===== src/rtl/poly_key_synth.sv =====
// Polyphonic PS/2 keyboard synth: make/break decode, voice allocation, square-wave voices, PWM mix.
// Outputs are registered; one byte per Flag strobe, every cycle, no backpressure.
module poly_key_synth #(
  parameter int CLK_HZ     = 100_000_000,
  parameter int NUM_VOICES = 4,
  parameter int PWM_WIDTH  = 8,
  parameter int HP_WIDTH   = 20
) (
  input  logic                  Clock,
  input  logic                  btnCpuReset,
  input  logic [7:0]            KeyCode,
  input  logic                  Flag,
  output logic                  ampPWM,
  output logic                  ampSD,
  output logic [NUM_VOICES-1:0] ActiveMask,
  output logic                  Overflow
);
  localparam int VSHIFT    = $clog2(NUM_VOICES);
  localparam int VIDX_W    = (VSHIFT > 0) ? VSHIFT : 1;
  localparam int SUM_W     = VSHIFT + 1;
  localparam int LVL_W     = PWM_WIDTH + 1;
  localparam int LVL_SHIFT = PWM_WIDTH - VSHIFT;

  localparam logic [HP_WIDTH-1:0] HP_C4 = HP_WIDTH'(CLK_HZ / (2 * 262));
  localparam logic [HP_WIDTH-1:0] HP_D4 = HP_WIDTH'(CLK_HZ / (2 * 294));
  localparam logic [HP_WIDTH-1:0] HP_E4 = HP_WIDTH'(CLK_HZ / (2 * 330));
  localparam logic [HP_WIDTH-1:0] HP_F4 = HP_WIDTH'(CLK_HZ / (2 * 349));
  localparam logic [HP_WIDTH-1:0] HP_G4 = HP_WIDTH'(CLK_HZ / (2 * 392));
  localparam logic [HP_WIDTH-1:0] HP_A4 = HP_WIDTH'(CLK_HZ / (2 * 440));
  localparam logic [HP_WIDTH-1:0] HP_B4 = HP_WIDTH'(CLK_HZ / (2 * 494));
  localparam logic [HP_WIDTH-1:0] HP_C5 = HP_WIDTH'(CLK_HZ / (2 * 523));

  typedef enum logic [1:0] {ST_IDLE, ST_BREAK, ST_EXT, ST_EXT_BREAK} state_t;

  // Returns {mapped, note index}
  function automatic logic [3:0] decode_note(input logic [7:0] code);
    case (code)
      8'h1C:   return 4'b1_000;
      8'h1B:   return 4'b1_001;
      8'h23:   return 4'b1_010;
      8'h2B:   return 4'b1_011;
      8'h34:   return 4'b1_100;
      8'h33:   return 4'b1_101;
      8'h3B:   return 4'b1_110;
      8'h42:   return 4'b1_111;
      default: return 4'b0_000;
    endcase
  endfunction

  function automatic logic [HP_WIDTH-1:0] hp_of(input logic [2:0] n);
    case (n)
      3'd0:    return HP_C4;
      3'd1:    return HP_D4;
      3'd2:    return HP_E4;
      3'd3:    return HP_F4;
      3'd4:    return HP_G4;
      3'd5:    return HP_A4;
      3'd6:    return HP_B4;
      default: return HP_C5;
    endcase
  endfunction

  state_t                  state_q, state_d;
  logic [NUM_VOICES-1:0]   act_q, act_d, sq_q, sq_d;
  logic [2:0]              note_q [NUM_VOICES];
  logic [2:0]              note_d [NUM_VOICES];
  logic [HP_WIDTH-1:0]     cnt_q  [NUM_VOICES];
  logic [HP_WIDTH-1:0]     cnt_d  [NUM_VOICES];
  logic [PWM_WIDTH-1:0]    pwm_cnt_q;
  logic                    pwm_q, pwm_d, sd_q, ovf_q, ovf_d;

  logic                    key_mapped;
  logic [2:0]              key_note;
  logic                    is_make, is_break, do_alloc, do_free, free_found;
  logic [NUM_VOICES-1:0]   held;
  logic [VIDX_W-1:0]       free_idx;
  logic [SUM_W-1:0]        sum;
  logic [LVL_W-1:0]        level;

  assign {key_mapped, key_note} = decode_note(KeyCode);
  assign is_make  = Flag && (state_q == ST_IDLE) && (KeyCode != 8'hF0) && (KeyCode != 8'hE0);
  assign is_break = Flag && (state_q == ST_BREAK);

  always_comb begin
    state_d = state_q;
    if (Flag) begin
      case (state_q)
        ST_IDLE: begin
          if (KeyCode == 8'hF0)      state_d = ST_BREAK;
          else if (KeyCode == 8'hE0) state_d = ST_EXT;
        end
        ST_EXT:  state_d = (KeyCode == 8'hF0) ? ST_EXT_BREAK : ST_IDLE;
        default: state_d = ST_IDLE;
      endcase
    end
  end

  // A key already held is never allocated twice, so held has at most one bit set
  always_comb begin
    held       = '0;
    free_found = 1'b0;
    free_idx   = '0;
    for (int v = 0; v < NUM_VOICES; v++)
      held[v] = act_q[v] && (note_q[v] == key_note);
    for (int v = NUM_VOICES - 1; v >= 0; v--) begin
      if (!act_q[v]) begin
        free_found = 1'b1;
        free_idx   = VIDX_W'(v);
      end
    end
  end

  assign do_alloc = is_make && key_mapped && !(|held) && free_found;
  assign ovf_d    = is_make && key_mapped && !(|held) && !free_found;
  assign do_free  = is_break && key_mapped;

  always_comb begin
    act_d = act_q;
    sq_d  = sq_q;
    for (int v = 0; v < NUM_VOICES; v++) begin
      note_d[v] = note_q[v];
      cnt_d[v]  = '0;
      if (act_q[v]) begin
        if (cnt_q[v] == hp_of(note_q[v]) - HP_WIDTH'(1)) sq_d[v] = ~sq_q[v];
        else                                             cnt_d[v] = cnt_q[v] + HP_WIDTH'(1);
      end else begin
        sq_d[v] = 1'b0;
      end
      if (do_free && held[v]) begin
        act_d[v] = 1'b0;
        sq_d[v]  = 1'b0;
        cnt_d[v] = '0;
      end
      if (do_alloc && (free_idx == VIDX_W'(v))) begin
        act_d[v]  = 1'b1;
        sq_d[v]   = 1'b0;
        cnt_d[v]  = '0;
        note_d[v] = key_note;
      end
    end
  end

  // Full-scale level is 2^PWM_WIDTH, so all voices high holds ampPWM at 1
  always_comb begin
    sum = '0;
    for (int v = 0; v < NUM_VOICES; v++)
      sum = sum + SUM_W'(sq_q[v]);
    level = LVL_W'(sum) << LVL_SHIFT;
    pwm_d = ({1'b0, pwm_cnt_q} < level);
  end

  always_ff @(posedge Clock) begin
    if (btnCpuReset) begin
      state_q   <= ST_IDLE;
      act_q     <= '0;
      sq_q      <= '0;
      pwm_cnt_q <= '0;
      pwm_q     <= 1'b0;
      sd_q      <= 1'b0;
      ovf_q     <= 1'b0;
      for (int v = 0; v < NUM_VOICES; v++) begin
        note_q[v] <= '0;
        cnt_q[v]  <= '0;
      end
    end else begin
      state_q   <= state_d;
      act_q     <= act_d;
      sq_q      <= sq_d;
      pwm_cnt_q <= pwm_cnt_q + PWM_WIDTH'(1);
      pwm_q     <= pwm_d;
      sd_q      <= |act_q;
      ovf_q     <= ovf_d;
      for (int v = 0; v < NUM_VOICES; v++) begin
        note_q[v] <= note_d[v];
        cnt_q[v]  <= cnt_d[v];
      end
    end
  end

  assign ActiveMask = act_q;
  assign ampPWM     = pwm_q;
  assign ampSD      = sd_q;
  assign Overflow   = ovf_q;
endmodule

===== config.mk =====
export PLATFORM = sky130hd
export DESIGN_NAME = poly_key_synth
export DESIGN_NICKNAME = d
export VERILOG_FILES = /design/src/rtl/poly_key_synth.sv
export SDC_FILE = /design/constraint.sdc
export NUM_CORES = 1
export LEC_CHECK = 0
export ABC_AREA = 1
export BUFFER_PORTS_ARGS = -buffer_cell sky130_fd_sc_hd__buf_2
export CORE_MARGIN = 2
export CORE_UTILIZATION = 45
export CTS_BUF_LIST = sky130_fd_sc_hd__clkbuf_4 sky130_fd_sc_hd__clkbuf_8
export DETAILED_ROUTE_END_ITERATION = 6
export GPL_ROUTABILITY_DRIVEN = 1
export GPL_TIMING_DRIVEN = 1
export PLACE_DENSITY = 0.7
export SLEW_MARGIN = 10
export SYNTH_ARGS = -nofsm -noshare
export SYNTH_HDL_FRONTEND = slang
export SYNTH_SLANG_ARGS = --single-unit

===== constraint.sdc =====
create_clock -name Clock -period 3.2 [get_ports Clock]
set_input_delay 0.16 -clock Clock [delete_from_list [all_inputs] [get_ports Clock]]
set_output_delay 0.16 -clock Clock [all_outputs]
set_load 0.05 [all_outputs]

; Word-level counts from Yosys, hierarchy flattened
; Memories as Yosys holds them, arrays and structs flattened.
; Cells that the tools add are included.
[totals]
reg_bits = 21
latchBits = 0
mem_bits_rw = 92
mem_bits_ro = 0
in_bits = 11
out_inout_bits = 7
elab_cells = 194
mem_count = 2
[classes]
n_addsub = 12
n_mul = 0
div_mod_pow = 0
order_cmp = 1
n_eq_ne = 50
shifts = 0
muxes = 60
bitwise = 16
n_reduce_logical = 40
[mem_list]
columns = name, depth, word_bits, read_ports, rd_ports_with_merged_regs, wr, line
row1 = cnt_q, 4, 20, 4, 0, 4, 67  ; logic [HP_WIDTH-1:0] cnt_q [NUM_VOICES];
row2 = note_q, 4, 3, 4, 0, 4, 65  ; logic [2:0] note_q [NUM_VOICES];
[op_table]
columns = cell, count
row1 = case mux 18 bit (7 select lines), 4
row2 = 2-to-1 mux 20 bit, 24
row3 = adder 20 x 1 -> 20 bit (second input constant), 4
row4 = equality test 20 bit, 4
row5 = subtractor 20 x 1 -> 20 bit (second input constant), 4
row6 = equality test 8 x 6 -> 1 bit (second input constant), 5
row7 = equality test 3 bit (second input constant), 12
row8 = case mux 4 bit (8 select lines), 1
row9 = equality test 3 x 2 -> 1 bit (second input constant), 8
row10 = 2-to-1 mux 3 bit, 8
row11 = OR reduction 4 bit, 6
row12 = logical AND 1 bit, 21
row13 = equality test 8 x 5 -> 1 bit (second input constant), 2
row14 = equality test 8 bit (second input constant), 2
row15 = != test 8 bit (second input constant), 2
row16 = 2-to-1 mux 1 bit, 15
row17 = 2-to-1 mux 2 bit, 7
row18 = equality test 3 x 1 -> 1 bit (second input constant), 4
row19 = equality test 3 bit, 4
row20 = logical NOT 3 bit, 4
row21 = < comparator 8 x 9 -> 1 bit, 1
row22 = adder 8 x 1 -> 8 bit (second input constant), 1
row23 = equality test 8 x 7 -> 1 bit (second input constant), 1
row24 = inverter 1 bit, 8
row25 = 12 further kinds, 27

; Depth between registers and ports, before layout
; Gate-level depths: netlist of the first run.
[logic_depth]
depth_word = 11
depth_mapped = 17

; Worst setup path after synthesis of the first run
; OpenSTA, ideal clock, no wires.
[synth_path]
path_type = register -> register
from = mem note_q[0][2]
to = mem cnt_q[0][0]
setup_time_ns = 0.117
arrival_time_ns = 2.064
slack_ns = 1.019
path_stages_with_launch = 14
period_less_slack_ns = 2.181
cell_sequence = dfxtp_1 buf_4 clkinv_1 o21ai_2 ha_1 nand2_1 nand2_1 nor4_1 nand3_1 nor4_2 nand2_1 nand2_1 buf_4 nor2_1
[synth_rtl]
columns = item, line
row1 = from (decl), 65
row2 = to (decl), 67

==> results of run 1 <==
==> synth_stat cells (19+ instances only) <==
| cell type | instances |
|---|---|
| xor2_1 | 85 |
| nand2_1 | 182 |
| dfxtp_1 | 113 |
| nor2_2 | 19 |
| a21oi_1 | 22 |
| nand4_1 | 30 |
| inv_1 | 129 |
| o21ai_0 | 33 |
| xnor2_1 | 24 |
| nand3_1 | 62 |
| nor3_1 | 23 |
| nor2_1 | 157 |
==> where the power goes <==
part	leakage (uW)	internal (uW)	switching [uW]
combinational	0.00178	27.6	58.8
clock	0.000214	854	548
sequential	0.000910	1410	6.43
==> area by class of cell <==
class	instances	area, um^2
multi-input cells	728	4120
clock inverters	6	105
clock buffers	23	304
flip-flops and latches	113	2260
repair buffers	21	115
inverters	142	533
well taps	211	264
fillers	1514	7550
==> through the flow <==
stage          setup WS, ns  utilization [%]  power, uW  hold WS, ns
6_report              0.513             50.5       2910       0.0548
5_1_grt               0.227             50.5       3020       0.0806
4_1_cts               0.508             50.5       2950       0.0231
3_5_place_dp          0.537             47.8       1540        0.437
3_3_place_gp          0.555             47.8       1540        0.431
2_1_floorplan          1.02                -       1510        0.238
==> flip-flops by register name, indices dropped and copies added, names as in the netlist <==
register    count
note_q         12
pwm_cnt_q       8
ampPWM          1
cnt_q          80
Overflow        1
sq_q            4
ActiveMask      4
ampSD           1
state_q         2
==> kinds of logic (layout without fill, tap and decap cells) <==
family	Yosys count	after routing	synth area share (%)
AOI/OAI and AO/OA	71	71	5.46
xor gates and xnor gates	109	109	13.5
adders and majority gates	13	13	2.41
buffers and inverters	163	192	9.54
DFF	113	113	32.0
and+or+nand+nor	535	535	37.0
==> metal layers <==
| metal | vias up | track usage, % |
|---|---|---|
| met5 | - | 0 |
| met1 | 2671 | 24.2 |
| met3 | 30 | 4.54 |
| met2 | 128 | 29.5 |
| met4 | 0 | 8.57 |
| li1 | 3220 | - |
==> final timing paths <==
| check | startpoint | endpoint | depth (start not counted) |
|---|---|---|---|
| hold / removal | Flag | state_q[0]$_SDFFE_PP0P_ | 3 |
| hold reg to reg | pwm_cnt_q[0]$_SDFF_PP0_ | pwm_cnt_q[0]$_SDFF_PP0_ | 1 |
| setup reg to reg | note_q[1][2]$_SDFFE_PP0P_ | cnt_q[1][8]$_SDFF_PP0_ | 12 |
| setup / recovery | note_q[1][2]$_SDFFE_PP0P_ | cnt_q[1][8]$_SDFF_PP0_ | 12 |
==> worst max-delay path, cell delays in order (launching register included) <==
cell	delay (ns)
dfxtp_1	0.50
inv_2	0.17
o21ai_1	0.28
ha_1	0.30
a21oi_1	0.19
o2111ai_1	0.15
nor3_1	0.15
nand2_1	0.08
nor3_1	0.16
nand2_1	0.14
nand4_1	0.11
buf_4	0.26
nor2_1	0.07
==> results.md, run 1 <==
- Die span in x: 129 um
- Routed via count: 6049
- Net Count, Synth: 1028
- Most common library cell in the layout ignoring fill and taps: nand2_1
- Share of synthesized area occupied by flip-flops and latches: approximately a third
- Area growth, synth to finish: 9.18%
- Status: finished clean
- Mean post-synth cell area: ~7.0 um^2
- Number of instances in the synthesized netlist: 1004
- Setup repair after global routing missed its margin: false
- Number of nets still failing antenna checks after routing: 0
- Post-route fraction of the period consumed by the critical path: 84.0%
- Commonest register cell after synthesis: dfxtp_1
- Setup crit start kind: flip-flop
- Reported max-cap violation count: 0
- Height of the chip: 129 um
- Total negative slack for setup checks: 0 ns
- Number of DRC violations after detailed routing: 0
- Final routed wirelength across all metal layers: 14.4 mm
- Die Footprint: between 15000 and 20000 um^2
- Number of levels in the clock H-tree: 4
- Number of synthesis warnings: 0
- Post-CTS Hold Buffers: 0
- Post-place instance area: 7300 um^2
- Number of buffers added for setup after CTS: 0
- Total count of max-transition violations in the final report: 0
- Residual overflow from global routing: 0
- Count of input and output buffers: 17
- Area of the mapped netlist: between 7000 and 8000 um^2
- Top-Level Pins: 18
- Uppermost signal routing layer after detailed routing: met4
- Transition at the pin with the smallest max-transition slack: 0.599 ns
- Post-cts gate resize count: 0
- Yosys top cell by area: dfxtp_1
- Synth cell types: 44
- Post-synthesis async set-or-reset flop share: 0%
- Wire length per cell: roughly 12 um
- Finish-stage setup viols: 0
- Final layout net count: 1047
- Initial drt markers: approximately 320
- Dpl hpwl: 10.7 mm
- Number of buffers added by the clock tree synthesis step: 17
- Count of placed standard cells including taps: 1215
- Power per unit of standard cell area: 377 nW/um^2
- Path class of the lowest-slack min-delay path: input port to flip-flop
- Clock latency on the worst-skew pair: around 0.43 ns
- Maximum count of clock buffers along a single path: 2
- Total met3 wirelength after detailed routing: about 600 um
- EDFF count, synth: 0
- Wire length of the first global-routing pass: 25.2 mm
- Final weighted congestion in routability-driven placement: 0.911
- Path type of the worst setup path: flip-flop to flip-flop
- Routed met1 length: 7.04 mm
- Antenna violations before repair: 0
- Most frequent cells in the layout: 182 x nand2_1, 157 x nor2_1, 129 x inv_1
- CTS Root Cell: clkbuf_8
- Aggregate global-route resource usage: 18.7%
- Final period demand of the worst path: 2.69 ns
- Fraction of layout instances using a drive strength above 1: 13.0%
- Final count of hold timing violations: 0
- Critical Path RT: around 3.5 ns
- Pleak: roughly 0.0029 uW
- Clock transition at the registers of the reported paths: about 0.060 ns
- Top achievable clock speed: 372 MHz
- Non-filler cells in the finished layout: around 1200
- DRT Pass-1 Iters: 7
- Kind of capture point of the worst setup path: flip-flop
- Design area: 7710 um^2
- CORE AREA: 15300 um^2
- Worst EP arrival: approximately 3.0 ns
- Cells taking the most area after synthesis: dfxtp_1 32%, xor2_1 11%, nand2_1 9.7%, nor2_1 8.3%, inv_1 6.9%
- Maximum number of pins on one net before global-route repair: 21
- Number of global-route vias before repair: ~5600
- Max_slew headroom: 60.0%
- Clk sinks: 113
- Via count normalized by instance count: 4.86
- Worst clock skew: roughly 0.013 ns
- Register-to-register path setup slack: 0.51 ns
- Met2 WL: 6.43 mm
- Worst IR drop on VDD: between 0.2 and 0.25 mV
- Register bit total from synthesis: 113
- Post-synth top area share: 32.0%
- Number of rows in the core area: 45
- Starting density of the core: approximately 46%
- CP Max Fanout: 20
- CTS tree: yes
- Inserted Diodes: 0
(Power assumes the default switching activity.)
==> run 2: changes to the inputs <==
PLACE_DENSITY = 0.72   (was 0.7)
clock period = 2.21 ns   (was 3.2 ns; I/O delays follow)
==> run 2 against run 1 <==
  * The flow now finishes with violations (setup timing)
  * Clock skew grew 0.0013 ns
  * Cell area grew 9.2%
  * Flip-flop and latch count is the same
  * Sequential power grew 44%
  * Highest routed layer unchanged
  * Hold slack lost 0.033 ns
  * Sequential share of layout area shrank 2.3 points
  * Register-to-register slack lost 0.53 ns
  * Largest cell class unchanged
  * Wire length grew 9.4%
  * Power grew 50%
  * Maximum frequency grew 21%
  * Via count grew 5.9%
==> results.md, run 2 (synthesis gave the netlist of run 1 again) <==
- Status: finished with violations
- Violated checks: setup timing
- Setup repair after global routing missed its margin: true
- Wire length of the first global-routing pass: 25.4 mm
- Kind of capture point of the worst setup path: flip-flop
- Final weighted congestion in routability-driven placement: 0.890
- Worst EP arrival: 2.56 ns
- Worst reg2reg path startpoint: note_q[1][1]$_SDFFE_PP0P_
- CP Max Fanout: 5
- Most frequent cells in the layout: 180 x nand2_1, 149 x nor2_1, 126 x inv_1
- Filler cells: approximately 1400
- CTS Root Cell: clkbuf_8
- Path type of the worst setup path: flip-flop to flip-flop
- Starting density of the core: 46.3%
- CTS tree: yes
- Final count of hold timing violations: 0
- Final layout net count: 1095
- Clk sinks: 113
- Hold Slack: 0.0216 ns
- Routed via count: 6403
- Area growth, synth to finish: 19.2%
- Path class of the lowest-slack min-delay path: input port to flip-flop
- Total negative slack for setup checks: -0.0689 ns
- DRT Pass-1 Iters: 5
- Final routed wirelength across all metal layers: about 16 mm
- Critical Path RT: 2.55 ns
- Worst Reg2Reg Path Length in Cells: 12
- Storage cell area: 2280 um^2
- Setup crit start kind: flip-flop
- Reg-to-reg endpoint: cnt_q[1][9]$_SDFF_PP0_
- Final period demand of the worst path: 2.22 ns
- Worst clock skew: 0.0140 ns
- Dpl hpwl: approximately 11 mm
- Register name with the most flops: cnt_q
- Post-route fraction of the period consumed by the critical path: 101%
- Worst path max stage delay: 0.39 ns
- Wire length per cell: 12.1 um
- Clock latency on the worst-skew pair: about 0.44 ns
- Number of global-route vias before repair: 5873
- Number of nets still failing antenna checks after routing: 0
- CORE AREA: 15300 um^2
- Initial drt markers: 467
- Count of input and output buffers: 17
- Number of levels in the clock H-tree: 4
- Power per unit of standard cell area: 517 nW/um^2
- Reported max-cap violation count: 0
- Aggregate global-route resource usage: a little under a fifth
- Number of rows in the core area: between 40 and 50
- Number of buffers added by the clock tree synthesis step: 17
- Maximum count of clock buffers along a single path: 2
- Die span in x: 129 um
- Number of DRC violations after detailed routing: 0
- Max_slew headroom: 71.8%
- Finish-stage setup viols: 10
- Antenna violations before repair: 0
- Top-Level Pins: 18
- Setup ws final: -0.0147 ns
- Worst IR drop on VDD: a little under 0.4 mV
- Cell Chain, Critical Path: inv_4 > o21ai_4 > ha_4 > xnor2_2 > xor2_1 > nand3_1 > nor4_2 > nand2_1 > nand4_1 > buf_6 > clkbuf_16 > nor2_1
- Clock transition at the registers of the reported paths: 0.07 ns
- Max FFs per register: 80
- Fraction of layout instances using a drive strength above 1: about 20%
- First element of the critical path: note_q[1][1]$_SDFFE_PP0P_
- Inserted Diodes: 0
- Residual overflow from global routing: 0
- Transition at the pin with the smallest max-transition slack: about 0.42 ns
- CP max-delay cell: dfxtp_4
- Die Footprint: between 15000 and 20000 um^2
- Critical path capture point: cnt_q[1][9]$_SDFF_PP0_
- Register-to-register path setup slack: -0.01 ns
- Top achievable clock speed: 450 MHz
- Via count normalized by instance count: 4.94
- Leading registers by flop count: cnt_q: 80 flops, note_q: 12 flops, pwm_cnt_q: 8 flops
- Multi-input logic area: 4340 um^2
- Pleak: 0.00326 uW
- Total count of max-transition violations in the final report: 0
- Post-place setup slack: between 0.006 and 0.007 ns
- Maximum number of pins on one net before global-route repair: 21
- Height of the chip: 129 um
- Most common library cell in the layout ignoring fill and taps: nand2_1
[run 2: cell type report]
type	count	area share [%]
multi-input cells	730	51.5
flip-flops and latches	113	27.1
repair buffers	67	6.60
inverters	142	6.40
clock buffers	22	3.38
well taps	211	3.14
clock inverters	10	1.87
[run 2: where the power goes]
| part | switching (uW) | internal, uW |
|---|---|---|
| Clock | 849 | 1320 |
| Sequential | 8.05 | 2040 |
| Combinational | 88.0 | 46.3 |
[run 2: how the worst min path moves through the flow]
stage,cells after the start,endpoint,slack (ns),from
floorplan,1,state_q[0]$_SDFFE_PP0P_,0.19,btnCpuReset
global placement,1,pwm_cnt_q[0]$_SDFF_PP0_,0.43,pwm_cnt_q[0]$_SDFF_PP0_
detailed placement,1,pwm_cnt_q[0]$_SDFF_PP0_,0.44,pwm_cnt_q[0]$_SDFF_PP0_
CTS,2,pwm_cnt_q[0]$_SDFF_PP0_,0.005,btnCpuReset
global route,2,pwm_cnt_q[1]$_SDFF_PP0_,0.02,btnCpuReset
finish,2,pwm_cnt_q[0]$_SDFF_PP0_,0.02,btnCpuReset
[run 2: what timing repair did]
| item | in CTS | in global routing |
|---|---|---|
| cloned | 0 | 7 |
| endpoints found under the hold margin | 1 | 0 |
| endpoints found under the setup margin | 5 | 83 |
| resized for setup | 1 | 56 |
| pin swaps | 0 | 21 |
| hold buffers | 1 | 0 |
| setup buffers | 0 | 6 |
[run 2: worst max-delay path: cells and delay by family (launching register included)]
| family | cells | cell delay, ns |
|---|---|---|
| AO/OA/AOI/OAI | 1 | 0.16 |
| XOR/XNOR | 2 | 0.29 |
| adder cells (fa/ha/maj) | 1 | 0.17 |
| buffers and inverters | 3 | 0.35 |
| flip-flops | 1 | 0.39 |
| AND/OR/NAND/NOR | 5 | 0.76 |
[run 2: layer usage]
| layer | wire, um | GRT usage (%) | up-vias |
|---|---|---|---|
| met4 | 339 | 8.18 | 0 |
| li1 | - | - | 3329 |
| met3 | 564 | 4.34 | 29 |
| met5 | 0 | 0 | - |
| met2 | 7240 | 30.4 | 128 |
| met1 | 7590 | 23.8 | 2917 |
[run 2: per-stage QoR]
| stage | cells | utilization, % | power (uW) | cell area [um^2] |
|---|---|---|---|---|
| final | 1295 | 55.1 | 4350 | 8410 |
| after detailed placement | 1249 | 49.7 | 2230 | 7580 |
| after global placement | 1249 | 49.7 | 2230 | 7580 |
| after global routing | 1295 | 55.1 | 4510 | 8410 |
| after CTS | 1282 | 52.7 | 4400 | 8040 |
| after floorplan | 1004 | - | 2190 | 7060 |
==> run 3: changes to the inputs <==
ABC_AREA = not set   (was 1)
==> run 3 against run 2 <==
  * The flow still finishes with violations (setup timing)
  * Wire length is 9.6% higher
  * Count of clock-buffer cells in the layout is 1 higher
  * Core utilization is 3.4 points higher
  * Sequential power hardly changed
  * Register-to-register slack worse by 0.14 ns
  * Synthesized cell count is 11% lower
  * Global-route usage is 1.6 points higher
  * Setup slack worse by 0.14 ns
  * Area after synthesis is 0.48% higher
  * Flip-flop and latch count stayed put
  * Combinational power is 13% lower
  * Hold slack better by 0.036 ns
  * Critical path type unchanged
  * Largest cell class unchanged
  * Highest routed layer unchanged
==> results.md, run 3 <==
- Residual overflow from global routing: 0
- Non-filler cells in the finished layout: 1205
- Transition at the pin with the smallest max-transition slack: around 0.50 ns
- Die span in x: 130 um
- Post-route fraction of the period consumed by the critical path: 107%
- Max FFs per register: 80
- Final layout net count: 1006
- CORE AREA: 15300 um^2
- CTS tree: yes
- Count of input and output buffers: 17
- Clock transition at the registers of the reported paths: 0.08 ns
- Setup crit start kind: flip-flop
- Violated checks: setup timing
- Area of the mapped netlist: between 7000 and 8000 um^2
- Register name with the most flops: cnt_q
- Max_slew headroom: 66.1%
- Count of placed standard cells including taps: 1154
- CP max-delay cell: a2111oi_2
- Number of rows in the core area: 45
- Clock latency on the worst-skew pair: 0.46 ns
- Number of instances in the synthesized netlist: roughly 900
- Area growth, synth to finish: 26.4%
- Wire length of the first global-routing pass: approximately 28 mm
- Number of synthesis warnings: 0
- Number of nets still failing antenna checks after routing: 0
- Status: finished with violations
- Dpl hpwl: 11.4 mm
- Top-Level Pins: 18
- Leading registers by flop count: cnt_q: 80 flops, note_q: 12 flops, pwm_cnt_q: 8 flops
- Number of levels in the clock H-tree: 4
- Filler cells: 1317
- Design area: roughly 9000 um^2
- Inserted Diodes: 0
- Maximum count of clock buffers along a single path: 2
- Height of the chip: about 130 um
- Fraction of layout instances using a drive strength above 1: between 20% and 30%
- Total count of max-transition violations in the final report: 0
- Clk sinks: 113
- Routed via count: 6547
- Final routed wirelength across all metal layers: 17.2 mm
- Yosys top cell by area: dfxtp_1
- Most used standard cells in the synthesized netlist: 141 x nor2_1, 113 x dfxtp_1, 58 x nand2_1, 55 x xnor2_1, 49 x nand3_1
- Commonest register cell after synthesis: dfxtp_1
- Power per unit of standard cell area: 495 nW/um^2
- Storage cell area: 2280 um^2
- Count of cells along the worst hold path: 3
- Initial drt markers: between 500 and 600
- Critical Path RT: about 2.6 ns
- Aggregate global-route resource usage: 20.3%
- Hold Slack: 0.0574 ns
- Cell Chain, Critical Path: inv_2 > o21ai_4 > ha_4 > xor2_4 > a31oi_2 > a2111oi_2 > nand3_1 > o21ai_4 > buf_6 > buf_12 > nor2_1
- Die Footprint: 16800 um^2
- Setup repair after global routing missed its margin: true
- Post-synth top area share: 31.9%
- Starting density of the core: 46.3%
- EDFF count, synth: 0
- CTS Root Cell: clkbuf_8
- Maximum number of pins on one net before global-route repair: 21
- Wire length per cell: 14.3 um
- Worst EP arrival: 2.71 ns
- Leading cell type by number of instances after synthesis: nor2_1
- DRT Pass-1 Iters: 5
- Design Power: 4440 uW
- Path type of the worst setup path: flip-flop to flip-flop
- Most prevalent standard cell on the critical path: o21ai_4
- Setup ws final: -0.159 ns
- Final count of hold timing violations: 0
- Number of global-route vias before repair: 5873
- Worst IR drop on VDD: 0.360 mV
- Net Count, Synth: 919
- Post-synthesis async set-or-reset flop share: 0%
- Worst path max stage delay: 0.37 ns
- Share of synthesized area occupied by flip-flops and latches: 31.9%
- Worst Reg2Reg Path Length in Cells: 11
- Pleak: around 0.0032 uW
- Antenna violations before repair: 0
- Number of DRC violations after detailed routing: 0
- Most common library cell in the layout ignoring fill and taps: nor2_1
- Post-place setup slack: -0.176 ns
- Reported max-cap violation count: 0
- Final period demand of the worst path: 2.37 ns
- Worst clock skew: 0.0149 ns
- Synth cell types: 82
- Number of buffers added by the clock tree synthesis step: 17
- Kind of capture point of the worst setup path: flip-flop
- Register bit total from synthesis: around 110
- Multi-input logic area: 4780 um^2
- Post-place instance area: 7960 um^2
- Path class of the lowest-slack min-delay path: input port to flip-flop
- Top achievable clock speed: 422 MHz
- Final weighted congestion in routability-driven placement: between 0.8 and 0.9
- Via count normalized by instance count: 5.43
- CP Max Fanout: 5
- Mean post-synth cell area: 7.93 um^2
- Cells taking the most area after synthesis: dfxtp_1 32%, nor2_1 7.5%, xnor2_1 6.8%, xor2_1 5.4%, nand3_1 3.5%
- Most frequent cells in the layout: 128 x nor2_1, 103 x dfxtp_1, 87 x buf_4
- Finish-stage setup viols: a little under 60
==> run 3: layout make-up <==
cell class                 instances  share of cell area, %
tap                              211                   2.95
timing repair buffer             120                   11.4
multi-input combinational        692                   53.3
clock buffer                      23                   3.53
clock inverter                     8                   1.66
inverter                          38                   1.72
sequential                       113                   25.4
==> run 3: path summary, 6_finish.rpt <==
| path | from | slack [ns] | endpoint |
|---|---|---|---|
| max | note_q[0][1]$_SDFFE_PP0P_ | -0.16 | cnt_q[0][0]$_SDFF_PP0_ |
| min | btnCpuReset | 0.06 | ActiveMask[1]$_SDFFE_PP0P_ |
| max reg2reg | note_q[0][1]$_SDFFE_PP0P_ | -0.16 | cnt_q[0][0]$_SDFF_PP0_ |
| min reg2reg | pwm_cnt_q[0]$_SDFF_PP0_ | 0.44 | pwm_cnt_q[0]$_SDFF_PP0_ |
==> run 3: logic make-up (layout without fill, tap and decap cells) <==
logic type                 after synthesis  in the layout  synth area share (%)
adders and majority gates               13             13                  2.40
xor gates and xnor gates               103            103                  13.1
AOI/OAI and AO/OA                      154            154                  15.5
buffers and inverters                   90            189                  5.43
and+or+nand+nor                        404            404                  29.0
muxes                                   18             18                  2.58
DFF                                    113            113                  31.9
==> run 3: metal layers <==
| metal | global-route usage, % | share of wire (%) |
|---|---|---|
| met3 | 5.00 | 4.4 |
| met5 | 0 | 0 |
| met4 | 7.78 | 2.2 |
| met1 | 26.8 | 48 |
| met2 | 32.0 | 45 |
==> run 3: repair_timing <==
item,in CTS,in global routing
gates cloned,2,4
hold buffers,1,0
endpoints found under the setup margin,71,90
resized for setup,30,43
buffers inserted,4,11
pin swaps,16,13
hold endpoints to repair,1,0
==> run 3: per-stage QoR <==
stage                     util, %  TNS, ns
after floorplan                 -    -5.20
after detailed placement     52.0    -8.97
after global placement       52.0    -8.20
after global routing         58.5   -15.03
after CTS                    56.4    -3.75
final                        58.5    -4.89
==> run 3: worst max-delay path, delay by kind of cell (launching register included) <==
kind	cells	cell delay [ns]
flops	1	0.36
buf+inv	3	0.36
simple gates	2	0.26
fa+ha+maj	1	0.18
xor+xnor	1	0.18
compound gates	4	0.92
==> run 3: power breakdown <==
group | switching (uW) | total (uW) | internal (uW)
sequential | 4.83 | 2040 | 2040
clock | 875 | 2280 | 1400
combinational | 64.2 | 117 | 52.3
total | 944 | 4440 | 3490
